**src/rtl/gcd_ctrl.sv**
```systemverilog
// gcd_ctrl: control FSM for the subtract-and-compare GCD datapath.
// Ports: clk/rst_n, start, x_eq_y/x_gt_y in; dp selects/loads, ready/busy/done/err/iter_cnt out.
module gcd_ctrl #(
  parameter int MAX_ITER = 255,
  parameter int CNT_W    = 8
) (
  input  logic             clk,
  input  logic             rst_n,
  input  logic             start,
  input  logic             x_eq_y,
  input  logic             x_gt_y,
  output logic             xsel,
  output logic             xload,
  output logic             ysel,
  output logic             yload,
  output logic             sub_sel,
  output logic             ready,
  output logic             busy,
  output logic             done,
  output logic             err,
  output logic [CNT_W-1:0] iter_cnt
);

  typedef enum logic [1:0] {
    S_IDLE,
    S_LOAD_Y,
    S_COMPUTE,
    S_FINISH
  } state_t;

  state_t state;
  logic   at_max;

  assign at_max = (iter_cnt == CNT_W'(MAX_ITER));

  always_ff @(posedge clk or negedge rst_n) begin
    if (!rst_n) begin
      state    <= S_IDLE;
      iter_cnt <= '0;
      err      <= 1'b0;
      ready    <= 1'b1;
      busy     <= 1'b0;
      done     <= 1'b0;
    end else begin
      done <= 1'b0;
      unique case (state)
        S_IDLE: begin
          if (start) begin
            state    <= S_LOAD_Y;
            iter_cnt <= '0;
            err      <= 1'b0;
            ready    <= 1'b0;
            busy     <= 1'b1;
          end
        end
        S_LOAD_Y: begin
          state <= S_COMPUTE;
        end
        S_COMPUTE: begin
          if (x_eq_y) begin
            state <= S_FINISH;
            busy  <= 1'b0;
            done  <= 1'b1;
          end else if (at_max) begin
            state <= S_FINISH;
            busy  <= 1'b0;
            done  <= 1'b1;
            err   <= 1'b1;
          end else begin
            iter_cnt <= iter_cnt + 1'b1;
          end
        end
        S_FINISH: begin
          state <= S_IDLE;
          ready <= 1'b1;
        end
        default: begin
          state <= S_IDLE;
          ready <= 1'b1;
          busy  <= 1'b0;
        end
      endcase
    end
  end

  // Loads are Mealy and gated by rst_n so a held start
  // cannot load dp while reset is asserted.
  always_comb begin
    xsel    = 1'b0;
    xload   = 1'b0;
    ysel    = 1'b0;
    yload   = 1'b0;
    sub_sel = 1'b0;
    if (rst_n) begin
      unique case (state)
        S_IDLE: begin
          if (start) begin
            xsel  = 1'b1;
            xload = 1'b1;
          end
        end
        S_LOAD_Y: begin
          ysel  = 1'b1;
          yload = 1'b1;
        end
        S_COMPUTE: begin
          if (!x_eq_y && !at_max) begin
            if (x_gt_y) begin
              xload = 1'b1;
            end else begin
              sub_sel = 1'b1;
              yload   = 1'b1;
            end
          end
        end
        default: ;
      endcase
    end
  end

endmodule

```
**config.mk**
```make
export PLATFORM = sky130hd
export DESIGN_NAME = gcd_ctrl
export DESIGN_NICKNAME = d
export VERILOG_FILES = /design/src/rtl/gcd_ctrl.sv
export SDC_FILE = /design/constraint.sdc
export NUM_CORES = 1
export LEC_CHECK = 0
export CAP_MARGIN = 20
export CORE_MARGIN = 3
export CORE_UTILIZATION = 52
export CTS_CLUSTER_DIAMETER = 150
export CTS_CLUSTER_SIZE = 8
export DETAILED_ROUTE_END_ITERATION = 10
export HOLD_SLACK_MARGIN = 0.15
export PLACE_DENSITY = 0.83
export SETUP_SLACK_MARGIN = 0.1
export SYNTH_ARGS = -nofsm -noshare
export SYNTH_HDL_FRONTEND = slang
export SYNTH_SLANG_ARGS = --single-unit
```
**constraint.sdc**
```tcl
create_clock -name clk -period 3.3 [get_ports clk]
set_input_delay 0.99 -clock clk [delete_from_list [all_inputs] [get_ports clk]]
set_output_delay 0.99 -clock clk [all_outputs]
set_load 0.01 [all_outputs]
```
==> qor.txt <==
Status -> finished clean
Max incr delay on CP -> 530 ps
Clk Latency, worst-skew pair -> 290 ps
Initial Utilization -> 58.6%
Reg2reg path depth -> 7
DP HPWL -> 1.75 mm
Power, Total -> 0.844 mW
Pre-CTS setup slack -> -174 ps
GR Overflow Total -> 0
Root buffer cell -> clkbuf_4
Metal-1 WL -> 1.00 mm
RR Startpoint -> state[0]
Top-area cell type share of the netlist area -> 34.9%
NumNets Final -> 139
WL met3 -> 78 um
Layout cells sized above 1 -> 18.8%
Die Height -> 48.4 um
Worst path cell trace -> dlygate4sd2_1 -> buf_4 -> and2_1 -> clkdlybuf4s50_1
Critical Path Source -> rst_n
Post-Synth XOR/XNOR Area -> 0%
TritonRoute pass-1 iters -> 4
CP max-delay cell -> clkdlybuf4s50_1
FMAX -> 325 MHz
Synth Area in Adders -> 6.70%
First-pass GRT wire length -> 3.90 mm
Hold path start -> ready
Longest Clk Path Bufs -> 2
Worst Path Buf+Inv -> 3
Final slew viol count -> 0
Critical path data required time -> 2310 ps
Commonest non-fill, non-tap cell in the layout -> clkdlybuf4s50_1
Post-synth cell types -> 40
WL per Instance -> 14.4 um
Syn. warnings -> 0
Area Overhead vs Synth -> 36.3%
RSZ-0062 raised after global routing -> false
Post-synthesis compound-gate area fraction -> 24.4%
Psw -> 0.353 mW
Hold path cells -> 2
H-tree Lvls -> 1
PwrDens -> 663 mW/mm2
Post-synthesis register bit count -> 14
CTS tree -> built
Crit path depth -> 4
CP Capture Type -> primary output
Number of global-route vias before repair -> 876
CTS buffer count -> 3
Most area-consuming cells after synthesis -> dfrtp_1 35%, ha_1 6.7%, a21oi_1 4.8%
Comb pwr share -> 51.8%
Sequential share of power -> 33.1%
Post-DP Area -> 0.00124 mm2
Leak Pwr -> 0.594 nW
Residual DRC count -> 0
GRT Util Overall -> 20.7%
Int Power -> 0.491 mW
CP Max Fanout -> 5
Setup ws final -> 219 ps
I/O pin total -> 22
Proportion of synthesized area in mux cells -> 5.36%
Largest family of logic cells by synthesized area -> compound AO/OA/AOI/OAI gates
Worst EP arrival -> 2090 ps
Avg Synthesized Cell Area -> 9.83 um2
Port buffer count -> 21
CP startpoint kind -> input port
Filler cells -> 102
Die area -> 0.00234 mm2
Iter 0 DRT Violations -> 8
Via density per instance -> 5.84
CP Class -> in -> out
Detailed Route WL -> 2.19 mm
Tmin final -> 3080 ps
Slew @ Worst Pin -> 379 ps
Commonest non-fill, non-tap cells in the layout -> 15 x clkdlybuf4s50_1, 13 x dfrtp_1, 10 x buf_4, 9 x a21oi_1
Row cnt -> 14
Seq/Total Area, Yosys -> 37.7%
Max-cap violations -> 0
Final period util -> 93.4%
Antenna diodes -> 0
Remaining antenna violation count -> 0
Final setup violating endpoints -> 0
Chip width -> 48.4 um
Worst-path clk slew -> 90 ps
Vias -> 888
Largest net degree at the start of global routing -> 20
Final Skew -> 5.89 ps
Final Hold Viols -> 0
Post-synth top area cell -> dfrtp_1
Peak VDD IR -> 0.622 mV
Worst rel slew slack -> 74.4%
Synth Area in Simple Gates -> 23.3%
Design Area, Final -> 0.00127 mm2
Initial antenna violation count -> 0
EDFF count, synth -> 0
# clock sinks -> 14
Crit-path leading delay family -> buffers and inverters
Mapped Area -> 933 um2
Max layer used -> met4
Std-Cell Core Area -> 0.00159 mm2
Post-Syn Nets -> 105
Final GP Congestion -> 0.788
Synth Instances -> 95
Sw Share -> 41.8%
Most common flop cell mapped by yosys -> dfrtp_1
WL met2 -> 1.09 mm
Post-synth ARST share -> 100%
Worst Hold Class -> reg -> reg
Clock power share -> 15.0%
## state kept, by name, indices dropped and copies added, names as in the netlist
signal,count
iter_cnt,8
busy,1
ready,1
state,2
done,1
err,1
## synthesized netlist by cell type (2+ instances only)
master    count
o41ai_1       2
a22o_1        2
ha_1          5
nand2_1       8
and3_1        2
dfrtp_1      13
o31ai_1       2
nor3b_1       2
o21ai_0       3
a21oi_1       9
inv_1         4
nand3_1       6
nor2_1        8
and2_1        2
o211ai_1      2
## power groups by stage
stage                     Combinational [mW]  Clock [mW]  Sequential, mW
final                                  0.437       0.127           0.280
after global routing                   0.487       0.137           0.291
after CTS                              0.441       0.128           0.279
after detailed placement               0.442           0           0.283
after global placement                 0.428           0           0.275
after floorplan                        0.251           0           0.286
## layer usage
metal  global-route usage (%)  up-vias
met5                        0        -
met4                     5.69        0
met3                     3.37        5
met2                     36.7       20
met1                     26.2      435
li1                         -      428
## final cells by class
type | count | area [um2] | share of cell area, %
timing repair buffer | 31 | 282 | 22.1
inverter | 4 | 15.0 | 1.18
sequential | 14 | 352 | 27.6
multi-input combinational | 75 | 558 | 43.9
clock buffer | 4 | 36.3 | 2.85
tap | 24 | 30.0 | 2.36
## through the flow
| stage | hold slack (ps) | util (%) | setup TNS (ps) | instances |
|---|---|---|---|---|
| after global routing | 564 | 79.8 | 0 | 152 |
| after detailed placement | 502 | 77.8 | -474 | 148 |
| after CTS | 516 | 79.7 | 0 | 152 |
| final | 508 | 79.8 | 0 | 152 |
| after floorplan | 496 | - | 0 | 95 |
| after global placement | 483 | 77.8 | -458 | 148 |
## path summary, 6_finish.rpt
path	slack, ps	to
worst max-delay path	220	ysel
worst min-delay path	510	ready
worst max register to register	1400	iter_cnt[7]
worst min register to register	510	ready
max in group asynchronous	2230	iter_cnt[6]
min in group asynchronous	850	busy
## worst register-to-register path, cell delays in order (launching register included)
cell     delay, ps
dfrtp_1        410
inv_1          100
ha_1           170
buf_4          230
mux2i_2        160
buf_4          190
o41ai_1        390
a22o_1         200
## cell families after synthesis
family / Yosys count
AOI/OAI and AO/OA: 29
adders and majority gates: 5
buffers and inverters: 6
DFF: 14
muxes: 4
and+or+nand+nor: 37
## what timing repair did
action / 4_1_cts / 5_1_grt
resized for setup: 5 / 1
buffers inserted: 0 / 0
hold buffers: 0 / 0
hold endpoints to repair: 0 / 0
endpoints found under the setup margin: 5 / 1
Note: power is estimated with default switching activity, not from simulation.
